===== config.mk =====
export PLATFORM = sky130hd
export DESIGN_NAME = layer_sequencer
export DESIGN_NICKNAME = d
export VERILOG_FILES = /design/src/rtl/layer_sequencer.sv
export SDC_FILE = /design/constraint.sdc
export NUM_CORES = 1
export LEC_CHECK = 0
export BUFFER_PORTS_ARGS = -buffer_cell sky130_fd_sc_hd__clkbuf_2
export CAP_MARGIN = 20
export CORE_ASPECT_RATIO = 0.7
export CORE_MARGIN = 4
export CORE_UTILIZATION = 45
export CTS_CLUSTER_SIZE = 16
export DETAILED_ROUTE_END_ITERATION = 16
export HOLD_SLACK_MARGIN = 0.06
export PLACE_DENSITY_LB_ADDON = 0.1
export SLEW_MARGIN = 20
export SYNTH_ARGS = -nofsm -noshare
export SYNTH_HDL_FRONTEND = slang
export SYNTH_SLANG_ARGS = --single-unit

===== constraint.sdc =====
create_clock -name clk -period 3.27 [get_ports clk]
set_clock_uncertainty 0.1 [all_clocks]
set_input_delay 0.1635 -clock clk [delete_from_list [all_inputs] [get_ports clk]]
set_output_delay 0.1635 -clock clk [all_outputs]
set_load 0.01 [all_outputs]

===== src/rtl/layer_sequencer.sv =====
// One fully-connected layer: per-neuron MAC over streamed activations/weights,
// saturating ReLU, and a valid/ready result stream.
module layer_sequencer #(
  parameter int NUM_INPUTS      = 784,
  parameter int NUM_NEURONS     = 16,
  parameter int sumWidth        = 32,
  parameter int sumFracWidth    = 17,
  parameter int dataWidth       = 16,
  parameter int dataIntWidth    = 6,
  parameter int weightWidth     = 8,
  parameter int weightFracWidth = 7,
  parameter int IW  = (NUM_INPUTS > 1) ? $clog2(NUM_INPUTS) : 1,
  parameter int WAW = (NUM_INPUTS * NUM_NEURONS > 1) ? $clog2(NUM_INPUTS * NUM_NEURONS) : 1,
  parameter int NW  = (NUM_NEURONS > 1) ? $clog2(NUM_NEURONS) : 1
) (
  input  logic                   clk,
  input  logic                   rst_n,
  input  logic                   start,
  output logic                   busy,
  output logic                   done,
  output logic                   data_en,
  output logic [IW-1:0]          data_addr,
  input  logic [dataWidth-1:0]   data_rd,
  output logic                   wgt_en,
  output logic [WAW-1:0]         wgt_addr,
  input  logic [weightWidth-1:0] wgt_rd,
  output logic                   out_valid,
  input  logic                   out_ready,
  output logic [NW-1:0]          out_idx,
  output logic [dataWidth-1:0]   out_data
);

  // state   | meaning
  // S_IDLE  | waiting for start
  // S_MAC   | issuing read for input i, accumulating product of input i-1
  // S_DRAIN | accumulating the final product
  // S_ACT   | registering ReLU(acc) and neuron index
  // S_OUT   | presenting result, waiting for out_ready
  // S_DONE  | one-cycle done pulse
  typedef enum logic [2:0] {S_IDLE, S_MAC, S_DRAIN, S_ACT, S_OUT, S_DONE} state_t;

  localparam int PW = dataWidth + weightWidth;
  localparam logic [IW-1:0] LAST_I = IW'(NUM_INPUTS - 1);
  localparam logic [NW-1:0] LAST_N = NW'(NUM_NEURONS - 1);
  localparam logic [sumWidth-1:0] SAT_TH =
    sumWidth'((longint'(1) << (dataIntWidth + sumFracWidth - 1)) - 1);
  localparam logic [dataWidth-1:0] MAX_POS = {1'b0, {(dataWidth-1){1'b1}}};

  state_t                 state_q, state_d;
  logic [sumWidth-1:0]    acc_q, acc_d;
  logic [IW-1:0]          i_q, i_d;
  logic [NW-1:0]          n_q, n_d;
  logic [dataWidth-1:0]   out_data_q, out_data_d;
  logic [NW-1:0]          out_idx_q, out_idx_d;

  logic signed [PW-1:0]   prod;
  logic [sumWidth-1:0]    prod_ext;
  logic [dataWidth-1:0]   relu;
  logic                   mem_en;

  assign prod     = PW'($signed(data_rd)) * PW'($signed(wgt_rd));
  assign prod_ext = sumWidth'(prod);

  // Non-negative acc: clamp at the Q6.10 maximum, otherwise drop 7 fraction bits.
  always_comb begin
    relu = acc_q[dataWidth+weightFracWidth-1 : weightFracWidth];
    if (acc_q[sumWidth-1])
      relu = '0;
    else if (acc_q >= SAT_TH)
      relu = MAX_POS;
  end

  always_comb begin
    state_d    = state_q;
    acc_d      = acc_q;
    i_d        = i_q;
    n_d        = n_q;
    out_data_d = out_data_q;
    out_idx_d  = out_idx_q;
    busy       = 1'b1;
    done       = 1'b0;
    out_valid  = 1'b0;
    mem_en     = 1'b0;
    case (state_q)
      S_IDLE: begin
        busy = 1'b0;
        if (start) begin
          state_d = S_MAC;
          acc_d   = '0;
          i_d     = '0;
          n_d     = '0;
        end
      end
      S_MAC: begin
        mem_en = 1'b1;
        if (i_q != '0)
          acc_d = acc_q + prod_ext;
        if (i_q == LAST_I)
          state_d = S_DRAIN;
        else
          i_d = i_q + IW'(1);
      end
      S_DRAIN: begin
        acc_d   = acc_q + prod_ext;
        state_d = S_ACT;
      end
      S_ACT: begin
        out_data_d = relu;
        out_idx_d  = n_q;
        state_d    = S_OUT;
      end
      S_OUT: begin
        out_valid = 1'b1;
        if (out_ready) begin
          if (n_q == LAST_N) begin
            state_d = S_DONE;
          end else begin
            n_d     = n_q + NW'(1);
            acc_d   = '0;
            i_d     = '0;
            state_d = S_MAC;
          end
        end
      end
      S_DONE: begin
        done    = 1'b1;
        state_d = S_IDLE;
      end
      default: state_d = S_IDLE;
    endcase
  end

  always_ff @(posedge clk or negedge rst_n) begin
    if (!rst_n) begin
      state_q    <= S_IDLE;
      acc_q      <= '0;
      i_q        <= '0;
      n_q        <= '0;
      out_data_q <= '0;
      out_idx_q  <= '0;
    end else begin
      state_q    <= state_d;
      acc_q      <= acc_d;
      i_q        <= i_d;
      n_q        <= n_d;
      out_data_q <= out_data_d;
      out_idx_q  <= out_idx_d;
    end
  end

  assign data_en   = mem_en;
  assign wgt_en    = mem_en;
  assign data_addr = i_q;
  assign wgt_addr  = WAW'(n_q) * WAW'(NUM_INPUTS) + WAW'(i_q);
  assign out_data  = out_data_q;
  assign out_idx   = out_idx_q;

endmodule


# == Yosys cells after proc, flatten, opt, wreduce, memory -nomap -nowiden ==
# Index checks and enable logic that the tools add are counted.
# classes
n_eq_ne,13
multipliers,2
muxes,25
reduce_logical,9
n_lt_le_gt_ge,1
n_addsub,4
# op_table
op,count
2-to-1 mux 32 bit,4
one-hot mux 32 bit (4 select lines),1
2-to-1 mux 10 bit,4
adder 32 bit,1
greater-or-equal comparator 32 x 22 -> 1 bit (second input constant),1
2-to-1 mux 16 bit,2
one-hot mux 10 bit (3 select lines),1
multiplier 16 x 8 -> 24 bit,1
one-hot mux 3 bit (5 select lines),1
adder 14 x 10 -> 14 bit,1
2-to-1 mux 3 bit,4
2-to-1 mux 4 bit,3
inequality test 2 bit (second input constant),6
adder 10 x 1 -> 10 bit (second input constant),1
== test 10 bit (second input constant),1
multiplier 4 x 6 -> 10 bit (second input constant),1
AND reduction 5 bit,2
nonzero test 10 bit,1
one-hot mux 4 bit (2 select lines),1
== test 3 x 2 -> 1 bit (second input constant),2
== test 3 bit (second input constant),2
adder 4 x 1 -> 4 bit (second input constant),1
== test 4 bit (second input constant),1
2-to-1 mux 1 bit,4
other kinds (7),7
# totals
ff_bits,69
word_cells,60
out_inout_bits,49

# == Logic depth before layout (Yosys ltp) ==
# Gate-level depths: netlist (run 1).
# depth
word_depth,4
depth_mapped,32

# == Least setup slack after synthesis (run 1) ==
# OpenSTA, ideal clock, no wires.
# synth_path
kind,input port to flip-flop
start,in wgt_rd[7]
end,reg acc_q[31]
slack_ps,-3220
setup_time_ps,80
t_arrival_ps,6311
stages,29
cell_sequence,inv_1 > buf_1 > nor2_1 > fa_1 > fa_1 > fa_1 > inv_1 > fa_1 > inv_1 > ha_1 > nor2b_1 > o21ai_1 > a211oi_1 > o21a_1 > o41ai_1 > nand2b_1 > and2b_1 > xnor2_1 > ha_1 > a21o_1 > a21o_1 > a21oi_2 > a21oi_1 > o221ai_1 > a21boi_1 > a31oi_1 > nor3_1 > nor3b_2 > mux2i_1
# synth_via
elab_chain_len,4
# synth_rtl
item,line_no,source
start: declaration,26,"input logic [weightWidth-1:0] wgt_rd,"
multiplier 16 x 8 -> 24 bit (*),61,assign prod = PW'($signed(data_rd)) * PW'($signed(wgt_rd));
adder 32 bit (*),"97, 104",
2-to-1 mux 32 bit,96,if (i_q != '0)
one-hot mux 32 bit (4 select lines) (*),84,case (state_q)
end signal: assignment,136,acc_q <= '0;
end signal: assignment,143,acc_q <= acc_d;
end: declaration,50,"logic [sumWidth-1:0] acc_q, acc_d;"
# Every way passes the cells marked *; elsewhere a longest branch is shown, timed or not. The select of a mux whose other input is x is not followed.
# A chain may end at the register's enable or synchronous reset.

# == Final worst setup path (run 1) ==
# layout_path
start,in wgt_rd[7]
end,reg acc_q[28]
# Same word-level chain as after synthesis.

==> flow_summary.toml, run 1 <==
[setup_path]
cp_common_cell = "a21o_1"
path_max_fanout = 8
max_stage_delay_ns = 0.53
crit_path_end = "acc_q[28]"
crit_required_ns = 3.37
rr_endpoint = "acc_q[28]"
crit_start = "wgt_rd[7]"
start_kind = "primary input"
crit_path_end_kind = "register"
reg2reg_depth = 14
arrival_ns = 6.17
worstReg2RegStart = "acc_q[0]"
reg2reg_slack_ns = 0.38
worstSetupPathType = "in2reg"
critPathSlowestCell = "fa_1"

[routing]
dr.pass1.iters = 5
wl_per_cell_um = 15.0
drtIter0Drc = 405
wirelength_mm = 24.6
num_vias = 8389
drc = 0
postRouteAntennaNets = 0
viasPerCell = 5.10

[global_routing]
grt_overflow = 0
antenna_found_initial = 0
grt_pass1_vias = 8092
grt_usage = 0.213
grt_max_degree = 70
grt_pass1_wl_mm = 40.9

[min_path]
min_from = "out_data[6]"
min_path_type = "reg2reg"

[timing]
hold_violations = 0
whs_ns = 0.374
rsz0062_at_grt = "yes"
layout_min_cycle_time_ns = 6.06
period_share = 1.85
fmax_mhz = 165
finalMaxSlewViolations = 0
tightest_slew_ns = 0.904
setup_violations = 26
finalWorstSetupSlack_ns = -2.79
setup_tns_ns = -53.40
relSlewSlack = 0.398

[cells_and_area]
nets = 1588
area_delta_synth_final_pct = 38.2
diodes = 0
finalInstanceArea_um2 = 13100
nFillCells = 1804
drive_gt1_frac = 0.341

[logic_synthesis]
synth_area_leader_cell = "fa_1"
yosys.area_share.xor_xnor = 0.0592
synth_warnings = 0
synthesis.nets = 1313
synth-simple-area-share = 0.180
yosys_most_used_dff = "dfrtp_1"
yosysSeqAreaShare = 0.182
synth_fa_ha_area_frac = 0.343
synth_top_family_by_area = "adder cells"
yosysTopAreaCellShare = 0.222
async_flop_share = 1.00
synth-edff-count = 0
synth_area_leaders = "fa_1 22%, dfrtp_1 18%, ha_1 12%"
synthCells = 1088
synth_cell_type_count = 60
synth_compound_area_frac = 0.144
synthMuxAreaShare = 0.00449
syn-cell-area_um2 = 9470
synth-seq-cells = 69
syn_avg_cell_area_um2 = 8.71

[clock_network]
h-tree-depth = 3
clock-sinks = 69
cts.path.max_buffers = 2
insertion_delay_ns = 0.35
cts_root_buf = "clkbuf_16"
clk_pin_slew_ns = 0.06
cts_made_buffers = 9
tritoncts = "built"

[placed_design]
dp_hpwl_mm = 19.4
portBuffers = 76
placed_area_um2 = 11800
preCtsSetupSlack_ns = -3.38
gp_congestion = 0.856

[floorplan]
die_x_um = 181
coreArea_um2 = 20700
die_h_um = 129
start_util = 0.458
ios = 77
fp-row-count = 44
die_area_um2 = 23500

[flow_run]
cap_violations = 0

[status]
violations = "negative setup slack"
status = "complete, but fails checks"
layout make-up:
type / count / area [um^2] / share of cell area
Tap cell: 276 / 345 / 0.0264
Inverter: 176 / 664 / 0.0507
Multi-Input combinational cell: 806 / 7680 / 0.587
Timing Repair Buffer: 301 / 2360 / 0.181
Sequential cell: 69 / 1730 / 0.132
Clock inverter: 5 / 58.8 / 0.00449
Clock buffer: 11 / 253 / 0.0193
critical path: cells and delay by family:
family / cells / cell delay (ns)
AOI/OAI and AO/OA: 14 / 2.36
xor gates and xnor gates: 2 / 0.33
adders and majority gates: 6 / 2.52
buffers and inverters: 7 / 0.55
and+or+nand+nor: 2 / 0.24
cell usage after synthesis, types with 8 or more instances:
cell type	instances
inv_1	174
fa_1	105
and2_1	92
ha_1	92
nand2_1	75
dfrtp_1	69
nor2_1	57
a21oi_1	46
nand3_1	44
xnor2_1	39
o21ai_0	35
clkbuf_1	27
xor2_1	25
a21o_1	24
o21ai_1	23
o31ai_1	16
o21a_1	14
nand4_1	13
nor2b_1	10
nor3_1	9
nand2b_1	8
routing by layer:
layer,GRT usage,vias up,share of wire
met4,0.0225,0,0.0060
met5,0,-,0
met1,0.336,4127,0.52
met2,0.317,145,0.44
li1,-,4103,-
met3,0.0345,14,0.038
sequential cells by signal, indices dropped and copies added (netlist names):
register and count:
state_q 3, n_q 4, acc_q 32, out_data 16, data_addr 10, out_idx 4
cell families (layout without fill, tap and decap cells):
logic type,after synthesis,in the layout
xor+xnor,64,64
compound gates,208,208
mux,4,4
fa+ha+maj,197,197
simple gates,333,333
flops,69,69
buf+inv,213,493
cells in the final DEF, fill, tap and decap left out, drive strengths merged, types with 15 or more instances in the layout:
master / n
ha: 92
nand2: 75
a21o: 24
buf: 230
o21ai: 61
dfrtp: 69
o31ai: 17
xnor2: 39
o21a: 15
clkbuf: 79
nand3: 44
inv: 175
and2: 92
fa: 105
nor2: 58
a21oi: 50
xor2: 25
repair_timing:
action	CTS	global route
cloned	0	1
hold buffers	3	0
setup buffers	28	14
pin swaps	95	77
setup endpoints to repair	27	27
endpoints found under the hold margin	72	0
gates resized for setup	110	51
per-stage QoR:
stage,utilization,cells
after global placement,0.568,1589
after CTS,0.618,1633
after detailed placement,0.568,1589
after floorplan,-,1088
final,0.633,1644
after global routing,0.633,1644
how the worst min path moves through the flow:
| stage | cells past startpoint | slack, ns | endpoint |
|---|---|---|---|
| 4_1_cts | 2 | 0.38 | out_data[6] |
| 3_3_place_gp | 1 | 0.25 | data_addr[1] |
| 6_report | 2 | 0.37 | out_data[6] |
| 5_1_grt | 2 | 0.40 | out_data[2] |
| 2_1_floorplan | 0 | -0.23 | acc_q[0] |
| 3_5_place_dp | 1 | 0.25 | out_data[14] |
Power of run 1 is left out: the tool's default activity adds up to more than one toggle a clock period on the data nets, which glitch-free logic cannot reach.
==> run 2: changes to the inputs <==
- ABC_AREA: not set -> 0
- BUFFER_PORTS_ARGS: -buffer_cell sky130_fd_sc_hd__clkbuf_2 -> -buffer_cell sky130_fd_sc_hd__buf_2
==> run 2 against run 1 <==
  * The run still ends with negative setup slack left
  * Wire length fell by 2.3%
  * Final cell count is 1.4% lower
  * Hold slack got worse by 0.0091 ns
  * Non-clock buffer count decreased by 22
  * Die area unchanged
  * Worst setup slack improved by 0.11 ns
  * Critical path type unchanged
==> flow_summary.toml, run 2 (synthesis results as in run 1) <==
[status]
status = "complete, but fails checks"
violations = "negative setup slack"

[floorplan]
start_util = 0.458
coreArea_um2 = 20700
ios = 77
die_area_um2 = 23500
fp-row-count = 44
die_x_um = 181
die_h_um = 129

[global_routing]
grt_pass1_wl_mm = 41.1
antenna_found_initial = 1
grt_max_degree = 70
grt_usage = 0.213
grt_pass1_vias = 8021
grt_overflow = 0

[setup_path]
reg2reg_depth = 14
worstReg2RegStart = "acc_q[0]"
cp_num_buf_inv = 3
crit_path_end_kind = "register"
arrival_ns = 6.04
crit_family = "compound AO/OA/AOI/OAI gates"
crit_required_ns = 3.36
worstSetupPathType = "in2reg"
max_stage_delay_ns = 0.51
start_kind = "primary input"
reg2reg_slack_ns = 0.41
crit_start = "data_rd[3]"
path_max_fanout = 8
rr_endpoint = "acc_q[20]"
cp_common_cell = "a21o_1"
crit_path_end = "acc_q[31]"
cp.depth = 31
critPathSlowestCell = "fa_1"

[clock_network]
cts.path.max_buffers = 2
cts_made_buffers = 9
clock-sinks = 69
insertion_delay_ns = 0.34
h-tree-depth = 3
cts_root_buf = "clkbuf_16"
tritoncts = "built"
clk_pin_slew_ns = 0.06

[timing]
setup_violations = 27
period_share = 1.82
tightest_slew_ns = 0.910
hold_violations = 0
rsz0062_at_grt = "yes"
finalMaxSlewViolations = 0
layout_min_cycle_time_ns = 5.95
fmax_mhz = 168
relSlewSlack = 0.393
finalWorstSetupSlack_ns = -2.68

[cells_and_area]
nets = 1566
final_common_cell = "buf_4"
final_cell_mix = "181 x buf_4, 160 x inv_1, 102 x fa_1, 85 x and2_1, 73 x ha_1"
area_delta_synth_final_pct = 36.7
largest_register = "acc_q"
diodes = 0
largest_reg_flops = 32
drive_gt1_frac = 0.323

[routing]
num_vias = 8220
drc = 0
viasPerCell = 5.07
dr.pass1.iters = 5
drtIter0Drc = 510
wl_per_cell_um = 14.8
postRouteAntennaNets = 0
wirelength_mm = 24.1

[flow_run]
cap_violations = 0

[placed_design]
portBuffers = 76
gp_congestion = 0.843
preCtsSetupSlack_ns = -3.39
dp_hpwl_mm = 19.0

[min_path]
min_path_type = "in2reg"
[run 2: cell count changes in the layout (fill, tap and decap cells not counted), moves of 6 or more]
| cell | change |
|---|---|
| buf_2 | +61 |
| clkbuf_2 | -59 |
| and2_4 | -6 |
| clkbuf_8 | -7 |
| and2_1 | +6 |
| buf_4 | -16 |
[run 2: how the worst min path moves through the flow]
stage	startpoint	end	cells past startpoint
global placement	rst_n	data_addr[1]	1
detailed placement	rst_n	out_data[15]	1
global route	out_data[5]	out_data[5]	2
CTS	out_data[4]	out_data[4]	2
floorplan	rst_n	acc_q[0]	0
finish	data_rd[0]	acc_q[0]	6
[run 2: worst reg2reg max path, cell delays in order, from the launching register on]
cell,delay [ns]
dfrtp_1,0.40
ha_1,0.24
inv_1,0.08
fa_1,0.21
nor2b_1,0.06
o21a_1,0.18
o21ai_1,0.21
a21oi_2,0.13
buf_4,0.17
o41ai_4,0.29
o21ai_2,0.10
a21o_1,0.18
a21oi_2,0.13
xor2_1,0.18
o21ai_1,0.07
[run 2: metal layers]
metal / track usage / vias to the layer above / routed length (um)
li1: - / 4062 / -
met5: 0 / - / 0
met2: 0.311 / 134 / 10200
met3: 0.0275 / 13 / 875
met4: 0.0256 / 0 / 131
met1: 0.345 / 4011 / 12900
[run 2: layout make-up]
class                           count  area (um^2)
Inverter                          176          664
Sequential cell                    69         1730
Fill cell                        1846         7750
Multi-Input combinational cell    806         7720
Clock buffer                        9          225
Clock inverter                      6          136
Timing Repair Buffer              279         2130
Tap cell                          276          345
[run 2: repair_timing]
item / CTS / global route
buffers inserted: 18 / 4
hold buffers: 3 / 0
resized for setup: 96 / 49
pin swaps: 73 / 33
hold endpoints to repair: 72 / 0
endpoints found under the setup margin: 27 / 27
[run 2: stage by stage]
step	utilization	hold slack (ns)	std cells	TNS, ns	cell area, um^2
2_1_floorplan	-	-0.232	1088	-47.67	9860
3_3_place_gp	0.567	0.247	1585	-63.11	11700
3_5_place_dp	0.567	0.252	1585	-65.18	11700
4_1_cts	0.612	0.373	1617	-50.50	12700
5_1_grt	0.626	0.396	1621	-57.18	13000
6_report	0.626	0.365	1621	-51.00	13000
Power of run 2 is left out for the same reason.
